<file path="config.mk">
export PLATFORM = sky130hd
export DESIGN_NAME = hi_score_keeper
export DESIGN_NICKNAME = d
export VERILOG_FILES = /design/src/rtl/hi_score_keeper.sv
export SDC_FILE = /design/constraint.sdc
export NUM_CORES = 1
export LEC_CHECK = 0
export ABC_AREA = 1
export CAP_MARGIN = 25
export CORE_ASPECT_RATIO = 0.75
export CORE_MARGIN = 4
export CORE_UTILIZATION = 45
export CTS_BUF_LIST = sky130_fd_sc_hd__clkbuf_4
export CTS_CLUSTER_DIAMETER = 50
export DETAILED_ROUTE_END_ITERATION = 16
export MAX_ROUTING_LAYER = met4
export PLACE_DENSITY = 0.8
export SETUP_SLACK_MARGIN = 0.02
export SYNTH_ARGS = -nofsm -noshare
export SYNTH_HDL_FRONTEND = slang
export SYNTH_SLANG_ARGS = --single-unit
</file>
<file path="constraint.sdc">
create_clock -name clk -period 5.45 [get_ports clk]
set_input_delay 1.09 -clock clk [delete_from_list [all_inputs] [get_ports clk]]
set_output_delay 1.09 -clock clk [all_outputs]
set_load 0.1 [all_outputs]
</file>
<file path="src/rtl/hi_score_keeper.sv">
// High-score keeper: captures the score at game over, compares it digit by digit
// against the stored best, then shows the best for SHOW_TICKS game ticks.
// Optional HISCORE_BLINK_EN makes the display blink during a new-record show window.
module hi_score_keeper #(
  parameter int SHOW_TICKS = 120
) (
  input  logic        clk,
  input  logic        rst_n,
  input  logic        game_start,
  input  logic        game_over,
  input  logic        game_tick,
  input  logic [15:0] score,
  output logic [15:0] hi_score,
  output logic        new_record,
  output logic [15:0] display_score,
  output logic        display_blank
);

  typedef enum logic [1:0] {IDLE, COMPARE, SHOW} state_e;

  localparam logic [6:0] LAST_TICK = 7'(SHOW_TICKS - 1);

  state_e      state_q, state_d;
  logic [15:0] hi_score_q, hi_score_d;
  logic        new_record_q, new_record_d;
  logic [15:0] capture_q, capture_d;
  logic [1:0]  idx_q, idx_d;
  logic [6:0]  tick_q, tick_d;
  logic [3:0]  cap_digit, hi_digit;

  assign cap_digit = capture_q[{idx_q, 2'b00} +: 4];
  assign hi_digit  = hi_score_q[{idx_q, 2'b00} +: 4];

  always_comb begin
    // NOTE: every variable gets a default first so no path leaves it unassigned (no latch).
    state_d      = state_q;
    hi_score_d   = hi_score_q;
    new_record_d = new_record_q;
    capture_d    = capture_q;
    idx_d        = idx_q;
    tick_d       = tick_q;

    case (state_q)
      IDLE: begin
        if (game_over && !game_start) begin
          capture_d = score;
          idx_d     = 2'd3;
          state_d   = COMPARE;
        end
      end
      COMPARE: begin
        if (cap_digit > hi_digit) begin
          hi_score_d   = capture_q;
          new_record_d = 1'b1;
          tick_d       = '0;
          state_d      = SHOW;
        end else if (cap_digit < hi_digit || idx_q == 2'd0) begin
          tick_d  = '0;
          state_d = SHOW;
        end else begin
          idx_d = idx_q - 2'd1;
        end
      end
      SHOW: begin
        if (game_tick) begin
          if (tick_q == LAST_TICK) state_d = IDLE;
          else                     tick_d  = tick_q + 7'd1;
        end
      end
      default: state_d = IDLE;
    endcase

    // A new game overrides whatever is in progress, including a pending compare.
    if (game_start) begin
      state_d      = IDLE;
      new_record_d = 1'b0;
      tick_d       = '0;
      idx_d        = 2'd3;
    end
  end

  always_ff @(posedge clk or negedge rst_n) begin
    if (!rst_n) begin
      state_q      <= IDLE;
      hi_score_q   <= 16'h0000;
      new_record_q <= 1'b0;
      capture_q    <= 16'h0000;
      idx_q        <= 2'd3;
      tick_q       <= '0;
    end else begin
      // NOTE: non-blocking assignments so every flop samples the pre-edge values.
      state_q      <= state_d;
      hi_score_q   <= hi_score_d;
      new_record_q <= new_record_d;
      capture_q    <= capture_d;
      idx_q        <= idx_d;
      tick_q       <= tick_d;
    end
  end

  assign hi_score      = hi_score_q;
  assign new_record    = new_record_q;
  assign display_score = (state_q == SHOW) ? hi_score_q : score;

`ifdef HISCORE_BLINK_EN
  logic [3:0] blink_cnt_q, blink_cnt_d;
  logic       blank_q, blank_d;

  // Phase counter wraps every 15 ticks; blank toggles at each wrap.
  always_comb begin
    blink_cnt_d = '0;
    blank_d     = 1'b0;
    if (state_q == SHOW && state_d == SHOW) begin
      blink_cnt_d = blink_cnt_q;
      blank_d     = blank_q;
      if (game_tick) begin
        if (blink_cnt_q == 4'd14) begin
          blink_cnt_d = '0;
          blank_d     = ~blank_q;
        end else begin
          blink_cnt_d = blink_cnt_q + 4'd1;
        end
      end
    end
    if (!new_record_d) blank_d = 1'b0;
  end

  always_ff @(posedge clk or negedge rst_n) begin
    if (!rst_n) begin
      blink_cnt_q <= '0;
      blank_q     <= 1'b0;
    end else begin
      blink_cnt_q <= blink_cnt_d;
      blank_q     <= blank_d;
    end
  end

  assign display_blank = blank_q;
`else
  assign display_blank = 1'b0;
`endif

endmodule

</file>
==> summary.md, run 1 <==
| Metric | Value |
|---|---|
| Share of layout cells above drive strength 1 | roughly 5.4% |
| Crit-path most repeated cell | clkdlybuf4s50_1 |
| Number of global-route vias before repair | 2126 |
| Max-Cap Viols | 0 |
| GRT Total Usage | between 15 and 20% |
| Tcrit/Tclk final | between 70% and 80% |
| Fin crit period | between 4 and 5 ns |
| Worst-Skew Late Latency | between 0.3 and 0.4 ns |
| Leak Pwr | about 1.5 nW |
| Area contributors post-synth | dfrtp_1 (42%), nand2_1 (15%), o21ai_0 (9.2%), inv_1 (5.2%), nor2_1 (4.0%) |
| Critical path arrival | between 2 and 3 ns |
| Port buffer count | between 50 and 60 |
| Crit start category | input port |
| Die span in x | ~94 µm |
| Register area share after synthesis | between 40% and 50% |
| Pin count of the biggest net entering global routing | 45 |
| Max VDD drop | 0.484 mV |
| Sink Count | 44 |
| Initial DRT Pass Iterations | 4 |
| Synth Area in Compound Gates | 15.5% |
| R2r startpoint | idx_q[0]$_DFFE_PN1P_ |
| Cell variety after synth | 30 |
| Largest family of logic cells by synthesized area | simple AND/OR/NAND/NOR gates |
| Critical Path End Type | output pin |
| Unrepaired setup endpoints after global routing | false |
| Rel. slew slack | 34.9% |
| Delay-heaviest family, CP | buffers and inverters |
| Hold_buf cts | 0 |
| Mean routed wirelength per cell | between 10 and 15 µm |
| Worst r2r dst | hi_score[15]$_DFFE_PN0P_ |
| Clock Skew | slightly above 0.01 ns |
| Post-Syn Nets | between 300 and 400 |
| Hold Path Class | reg -> reg |
| Crit path launch | score[12] |
| Setup TNS | 0 ns |
| Largest area contributor in the netlist | dfrtp_1 |
| Power per cell area | around 560 mW/mm² |
| Clock-pin slew on the worst setup and hold paths | around 0.12 ns |
| Final Hold Violating Endpoints | 0 |
| Drt total wl | 5830 µm |
| Initial antenna violation count | 0 |
| Buf/Inv on CP | 3 |
| Std-Cell Rows | 23 |
| Fmax | 248 MHz |
| Final Hold Slack | a little over 0.5 ns |
| Nets | about 410 |
| CP Cell Sequence | clkdlybuf4s50_1, inv_1, o21ai_0, clkdlybuf4s50_1 |
| Core box area | between 0.005 and 0.006 mm² |
| CTS tree | done |
| Max FO, Critical Path | 2 |
| Number of fill cells | 499 |
| CP Capture Point | display_score[12] |
| Crit. path cell count | 4 |
| DR DRC count | 0 |
| Vias after detailed routing | between 2000 and 2500 |
| Multiplexer share of the synthesized area | 0% |
| Footprint of the multi-input gates | roughly 0.0012 mm² |
| Number of synthesized flops with an enable pin | 0 |
| Async SR Flop Fraction | 100% |
| Final Max Slew Viols | 0 |
| Syn Area/Cell | 7.36 µm² |
| Synth top area share | 41.9% |
| CTS max path bufs | 2 |
| DR iter-0 viols | 179 |
| Initial Util | between 40% and 50% |
| Simple-gate portion of the synthesized area | between 20% and 30% |
| Grt ovf | 0 |
| Critical path class | in -> out |
| Count leader, synth | nand2_1 |
| Number of setup buffers added after CTS | 0 |
| Worst Reg-to-Reg Cells | 10 |
| IO Count | 55 |
| Antenna Nets Post-Route | 0 |
| Routability-driven placement congestion ratio | ~0.87 |
| Cell area after synthesis | 0.00251 mm² |
| Post-layout util | roughly three fifths |
| Mapped Cells | about 340 |
| Die area | slightly below 0.007 mm² |
| Crit path largest cell delay | roughly 1.2 ns |
| Finish-stage setup viols | 0 |
| Commonest cells post-synth | nand2_1 (103), o21ai_0 (46), dfrtp_1 (42), inv_1 (35), nor2_1 (27) |
| R2R Setup Slk | about 2.4 ns |
| Flops & latches, synth | between 40 and 50 |
| Layout area overhead | 24.3% |
| Top FF cell, synth | dfrtp_1 |
| Least-Margin Pin Slew | 0.974 ns |
| Adder-cell area share of the yosys netlist | under 10% |
| Outcome | finished, final reports clean |
| Detail Placement HPWL | around 4200 µm |
| First-pass GRT wire length | 9840 µm |
| N_diodes | 0 |
| WP data required | 4.36 ns |
| Die Span Y | 72.7 µm |
| Vias per cell | ~5.1 |
| Xor and xnor area share after synthesis | 0% |
| Slowest cell on crit path | clkdlybuf4s50_1 |
| Synthesis warning total | 0 |
| Clk root buf | clkbuf_4 |
| Number of cells upsized or downsized after cts | 0 |
| Sequential cell area | around 0.0011 mm² |
| Cts bufs inserted | 5 |
| # H-tree levels | 2 |
[worst min path at each step]
stage                                    from                         to  depth (start not counted)
global placement     capture_q[0]$_DFFE_PN0P_   capture_q[0]$_DFFE_PN0P_                          2
CTS                 capture_q[12]$_DFFE_PN0P_  capture_q[12]$_DFFE_PN0P_                          2
floorplan            capture_q[0]$_DFFE_PN0P_   capture_q[0]$_DFFE_PN0P_                          2
global route        capture_q[12]$_DFFE_PN0P_  capture_q[12]$_DFFE_PN0P_                          2
finish              capture_q[12]$_DFFE_PN0P_  capture_q[12]$_DFFE_PN0P_                          2
detailed placement  capture_q[12]$_DFFE_PN0P_  capture_q[12]$_DFFE_PN0P_                          2
[cell usage in the layout (no fill, tap or decap), drive strengths merged]
cell and instances:
nand2 105, clkdlybuf4s50 52, o21ai 49, dfrtp 42
inv 37, nor2 28, a21oi 18, nand3 17
nand4 8, clkbuf 7, ha 6, o22ai 4
buf 3, dfstp 2, a32o 1, nor3 1
nand3b 1, or2 1, nor3b 1, a31oi 1
o21bai 1, conb 1, clkinv 1
[worst register-to-register path: cells and delay by family (launching register included)]
family / cells / cell delay [ns]
adder cells (fa/ha/maj): 1 / 0.32
buffers and inverters: 2 / 0.32
AND/OR/NAND/NOR: 3 / 0.71
flip-flops: 1 / 0.78
AO/OA/AOI/OAI: 4 / 0.82
[cell families (layout without fill, tap and decap cells)]
| kind of cell | count (synthesis) | count (layout) |
|---|---|---|
| other | 1 | 1 |
| buffers and inverters | 54 | 100 |
| DFF | 44 | 44 |
| and+or+nand+nor | 162 | 162 |
| adders and majority gates | 6 | 6 |
| AOI/OAI and AO/OA | 74 | 74 |
[state kept, by name (all words and copies together) (netlist names)]
name        cells
tick_q          7
capture_q      16
state_q         2
hi_score       16
new_record      1
idx_q           2
[metal layers]
metal	part of all wire (%)	routed length, µm	track usage, %
met2	43	2500	27.6
met4	1.3	78	4.81
met5	0	0	-
met3	5.9	344	3.61
met1	50	2900	25.6
[power breakdown]
group          switching [mW]  internal [mW]  total (mW)
Sequential              0.101          0.422       0.522
Clock                  0.0990         0.0597       0.159
Combinational           0.806          0.257        1.06
Total                    1.01          0.739        1.74
[stage by stage]
step           setup slack (ns)  std cells  power, mW  area [µm²]
6_report                   1.42        462       1.74        3120
5_1_grt                    1.31        462       1.85        3120
3_5_place_dp               1.40        452       1.59        3030
4_1_cts                    1.41        460       1.75        3090
2_1_floorplan              1.13        341       1.34        2510
3_3_place_gp               1.47        452       1.58        3030
[final cells by class]
cell class                      instances  area share, %
Clock buffer                            7           1.68
Clock inverter                          1          0.120
Inverter                               37           4.45
Multi-Input combinational cell        243           37.6
Sequential cell                        44           35.4
Tap cell                               75           3.01
Timing Repair Buffer                   55           17.8
Power figures use the tool's default switching activity.
==> run 2: changes to the inputs <==
==> constraint.sdc (replaced) <==
create_clock -name clk -period 3.8 [get_ports clk]
set_input_delay 0.76 -clock clk [delete_from_list [all_inputs] [get_ports clk]]
set_output_delay 0.76 -clock clk [all_outputs]
set_load 0.1 [all_outputs]
==> run 2 against run 1 <==
Compared with the run above: sequential share of layout area is 0.29 points higher; worst hold slack got worse by 0.19 ns; largest cell class unchanged; combinational power grew 42%.
==> summary.md, run 2 (same netlist as run 1, synthesis figures left out) <==
| Metric | Value |
|---|---|
| Max-Cap Viols | 0 (unchanged) |
| Detail Placement HPWL | 4380 µm (was 4190 µm) |
| Clk root buf | clkbuf_4 (unchanged) |
| Std-Cell Rows | 23 (unchanged) |
| Hold_buf cts | 0 (unchanged) |
| Comb power frac | 59.3% (was 61.0%) |
| Sequential group share of total power | 29.8% (was 29.9%) |
| Leak Pwr | 1.53 nW (was 1.51 nW) |
| Vias per cell | 5.06 (was 5.14) |
| Clock Power Share | 10.9% (was 9.1%) |
| Initial DRT Pass Iterations | 4 (unchanged) |
| Sequential cell area | 0.00110 mm² (unchanged) |
| Cts bufs inserted | 5 (unchanged) |
| Number of fill cells | 489 (was 499) |
| IO Count | 55 (unchanged) |
| Critical path arrival | 3.23 ns (was 2.94 ns) |
| Tcrit/Tclk final | between 70% and 80% |
| Mean routed wirelength per cell | 12.8 µm (was 12.6 µm) |
| Nets | 413 (unchanged) |
| CTS tree | done (unchanged) |
| Critical path class | reg -> reg (was in -> out) |
| Initial antenna violation count | 0 (unchanged) |
| Share of layout cells above drive strength 1 | 9.30% (was 5.43%) |
| Outcome | finished, final reports clean (unchanged) |
| Least-Margin Pin Slew | 0.980 ns (was 0.974 ns) |
| Post-layout util | 57.5% (was 58.0%) |
| Max VDD drop | 0.441 mV (was 0.484 mV) |
| Routability-driven placement congestion ratio | 0.922 (was 0.865) |
| Rel. slew slack | 34.5% (was 34.9%) |
| Hold Path Class | in -> async (was reg -> reg) |
| Finish-stage setup viols | 0 (unchanged) |
| Most common cell after layout, fill and taps aside | nand2_1 (unchanged) |
| Core box area | 0.00538 mm² (unchanged) |
| Critical Path End Type | flip-flop (was output pin) |
| Port buffer count | 53 (unchanged) |
| Die Span Y | 72.7 µm (unchanged) |
| Number of setup buffers added after CTS | 0 (unchanged) |
| First-pass GRT wire length | 10300 µm (was 9840 µm) |
| Cell-internal power | 1.10 mW (was 0.739 mW) |
| Setup TNS | 0 ns (unchanged) |
| Crit start category | flip-flop (was input port) |
| Max FO, Critical Path | 25 (was 2) |
| DR iter-0 viols | 255 (was 179) |
| Grt ovf | 0 (unchanged) |
| N_diodes | 0 (unchanged) |
| Most frequent cells in the layout | nand2_1 (103), o21ai_0 (46), dfrtp_1 (42), clkdlybuf4s50_1 (36), inv_1 (35) (was nand2_1 (103), clkdlybuf4s50_1 (52), o21ai_0 (46), dfrtp_1 (42), inv_1 (35)) |
| Switching Share | 56.9% (was 57.6%) |
| CTS max path bufs | 2 (unchanged) |
| Vias after detailed routing | 2339 (was 2373) |
| Fin crit period | ~2.9 ns |
| Layout area overhead | 23.3% (was 24.3%) |
| Footprint of the multi-input gates | 0.00117 mm² (unchanged) |
| Clock-pin slew on the worst setup and hold paths | 0.12 ns (about the same) |
| Worst-Skew Late Latency | 0.35 ns (about the same) |
| Power per cell area | 822 mW/mm² (was 559 mW/mm²) |
| Sw power | 1.45 mW (was 1.01 mW) |
| Design Power | 2.54 mW (was 1.74 mW) |
| Die area | 0.00685 mm² (unchanged) |
| Final Max Slew Viols | 0 (unchanged) |
| Initial Util | 46.7% (unchanged) |
| Die span in x | 94.3 µm (unchanged) |
| Antenna Nets Post-Route | 0 (unchanged) |
| WP data required | 4.09 ns (was 4.36 ns) |
| # H-tree levels | 2 (unchanged) |
| Number of cells upsized or downsized after cts | 0 (unchanged) |
| GRT Total Usage | 19.5% (was 18.4%) |
| Number of global-route vias before repair | 2222 (was 2126) |
| DR DRC count | 0 (unchanged) |
| Sink Count | 44 (unchanged) |
| Clock Skew | 0.00913 ns (was 0.0102 ns) |
| Drt total wl | 5920 µm (was 5830 µm) |
| Unrepaired setup endpoints after global routing | false (unchanged) |
| Final Hold Violating Endpoints | 0 (unchanged) |
| Fmax | approximately 340 MHz |
| Pin count of the biggest net entering global routing | 45 (unchanged) |
run 2: changes by cell type in the layout (fill, tap and decap cells not counted):
cell,previous run,this run
buf_6,1,0
clkbuf_4,7,5
buf_4,0,17
clkdlybuf4s50_1,52,36
clkinv_1,1,2
bufinv_16,0,1
run 2: per-layer routing:
| metal | vias to the layer above | global-route usage, % | wire length [µm] |
|---|---|---|---|
| li1 | 1190 | - | - |
| met1 | 1058 | 26.9 | 2850 |
| met2 | 80 | 28.4 | 2610 |
| met3 | 11 | 3.92 | 365 |
| met4 | 0 | 7.37 | 97 |
| met5 | - | - | 0 |
run 2: power by group through the flow:
stage,Sequential [mW],Clock (mW),Combinational (mW)
floorplan,1.25,0,0.677
global placement,0.762,0,1.48
detailed placement,0.765,0,1.51
CTS,0.757,0.285,1.52
global route,0.784,0.304,1.62
finish,0.758,0.277,1.51
run 2: worst max-delay path, cell delays in order, from the launching register on:
cell and delay (ns):
dfstp_2 0.77, inv_1 0.24, o21ai_0 0.24, o22ai_1 0.10, ha_1 0.34, nand2_1 0.06, nand2_1 0.05, nand2_1 0.04
nand2_1 0.33, nand3_2 0.35, nand3_4 0.20, nand2_1 0.07, nand2_1 0.06
run 2: metrics by stage:
step / area [µm²] / instances / hold slack (ns) / worst slack, ns
final: 3100 / 462 / 0.332 / 0.860
after global placement: 3000 / 453 / 0.475 / 1.03
after detailed placement: 3000 / 453 / 0.486 / 0.898
after CTS: 3080 / 461 / 0.515 / 0.873
after floorplan: 2510 / 341 / 0.453 / 0.138
after global routing: 3100 / 462 / 0.353 / 0.552
run 2: layout make-up:
type,instances,share of cell area [%]
clock buffers,5,1.21
well taps,75,3.03
clock inverters,3,1.21
repair buffers,55,16.6
flip-flops and latches,44,35.6
inverters,37,4.48
multi-input cells,243,37.9
run 2: path summary, 6_finish.rpt:
kind                                           from                        to  slack (ns)  depth (start not counted)
max                            idx_q[0]$_DFFE_PN1P_     tick_q[6]$_DFFE_PN0P_        0.86                         12
min                                           rst_n     tick_q[0]$_DFFE_PN0P_        0.33                          1
max reg2reg                    idx_q[0]$_DFFE_PN1P_     tick_q[6]$_DFFE_PN0P_        0.86                         12
min reg2reg                capture_q[0]$_DFFE_PN0P_  capture_q[0]$_DFFE_PN0P_        0.51                          2
max in group asynchronous                     rst_n      idx_q[1]$_DFFE_PN1P_        2.91                          2
min in group clk           capture_q[0]$_DFFE_PN0P_  capture_q[0]$_DFFE_PN0P_        0.51                          2
==> edit, RTL diff (config.mk and constraints of run 2) <==
The 3 states of `state_e` get a one-hot encoding in 3 bits.
--- a/src/rtl/hi_score_keeper.sv
+++ b/src/rtl/hi_score_keeper.sv
@@ -16,7 +16,7 @@
   output logic        display_blank
 );
 
-  typedef enum logic [1:0] {IDLE, COMPARE, SHOW} state_e;
+  typedef enum logic [2:0] {IDLE = 3'b001, COMPARE = 3'b010, SHOW = 3'b100} state_e;
 
   localparam logic [6:0] LAST_TICK = 7'(SHOW_TICKS - 1);
 
Formal check against the unedited RTL: no difference found for any inputs over 10 cycles, from zero or initial values and one cycle with rst_n low; not proved beyond that.
==> edit against run 2 <==
  * Wire length is 10% higher
  * Setup slack worse by 0.22 ns
  * Sequential cell count is 1 higher
  * Fmax is 7.0% lower
  * Synthesized cell count is 4.7% higher
  * Count of clock-buffer cells in the layout is 1 higher
  * Cell area is 4.5% higher
  * Total power is 4.5% higher
  * Sequential share of layout area is 0.73 points lower
  * Synthesized area is 5.1% higher
==> edit: results (changes against run 2) <==
* Internal power at 1.18 mW (+7.9%)
* Crit path max fanout at 26 (+4.0%)
* Cell area power density at 822 nW/um^2 (about the same)
* Placed cell areas at 3130 sq um (+4.4%)
* Largest net degree at the start of global routing at 46 (+2.2%)
* Area fraction of the dominant cell type after synthesis at 39.8% (-2.0 points)
* DP HPWL at 4870 microns (+11%)
* Met1 usage at 30.2% (+3.3 points)
* First-pass GRT wire length at 11000 microns (+6.8%)
* Share of layout cells above drive strength 1 at 11.6% (+2.3 points)
* M2 GR Usage at 28.3% (-0.093 points)
* Synth Net Count at 384 (+4.3%)
* Global routing met3 resource utilization at 3.84% (-0.075 points)
* Ranking of synthesized cells by area: dfrtp_1 (40%), nand2_1 (15%), o21ai_0 (8.2%)
* Initial DRC Count at 249 (-2.4%)
* Worst Setup EP: tick_q[0]
* Register area share after synthesis at 42.8% (-1.1 points)
* Adder-Cell Fraction of Synth Area at 2.84% (-0.15 points)
* Final WL at 6540 microns (+10%)
* Fill cells at 506 (+3.5%)
* Met2 wire len at 2710 microns (+3.9%)
* Worst R2R Setup Slack at 0.64 ns (-0.22 ns)
* Vias in the first global route at 2291 (+3.1%)
* Gpl congestion at 0.865 (-6.2%)
* Routed met3 length at 520 microns (+42%)
* Worst clock skew at 0.0157 ns (+0.00656 ns)
* Peak supply drop at 577 uV (+31%)
* Met1 Wirelength at 3260 microns (+14%)
* Post-layout nets at 431 (+4.4%)
* Status: finished clean
## edit: changes by cell type after synthesis, moves of 2 or more
cell      before  now
o21ai_0       46   43
nand2_2        2    0
nand2_1      103  105
clkinv_1       0    2
nor2_1        27   37
inv_1         35   37
o21ai_2        0    6
o21ai_1        3    1
a21oi_1       18   15
## edit: layout make-up
cell class                 count  area share (%)
tap                           75            2.90
timing repair buffer          55            15.8
sequential                    45            34.9
multi-input combinational    256            39.0
inverter                      41            4.75
clock inverter                 2            1.20
clock buffer                   6            1.39
## edit: metrics by stage
stage | total power, mW | instances | setup slack [ns] | hold slack (ns) | utilization, %
final | 2.66 | 480 | 0.637 | 0.217 | 58.9
after global routing | 2.81 | 480 | 0.348 | 0.201 | 58.9
after CTS | 2.66 | 479 | 0.667 | 0.507 | 58.5
after detailed placement | 2.36 | 471 | 0.695 | 0.475 | 57.0
after global placement | 2.33 | 471 | 0.884 | 0.472 | 57.0
after floorplan | 2.01 | 357 | 0.0264 | 0.453 | -
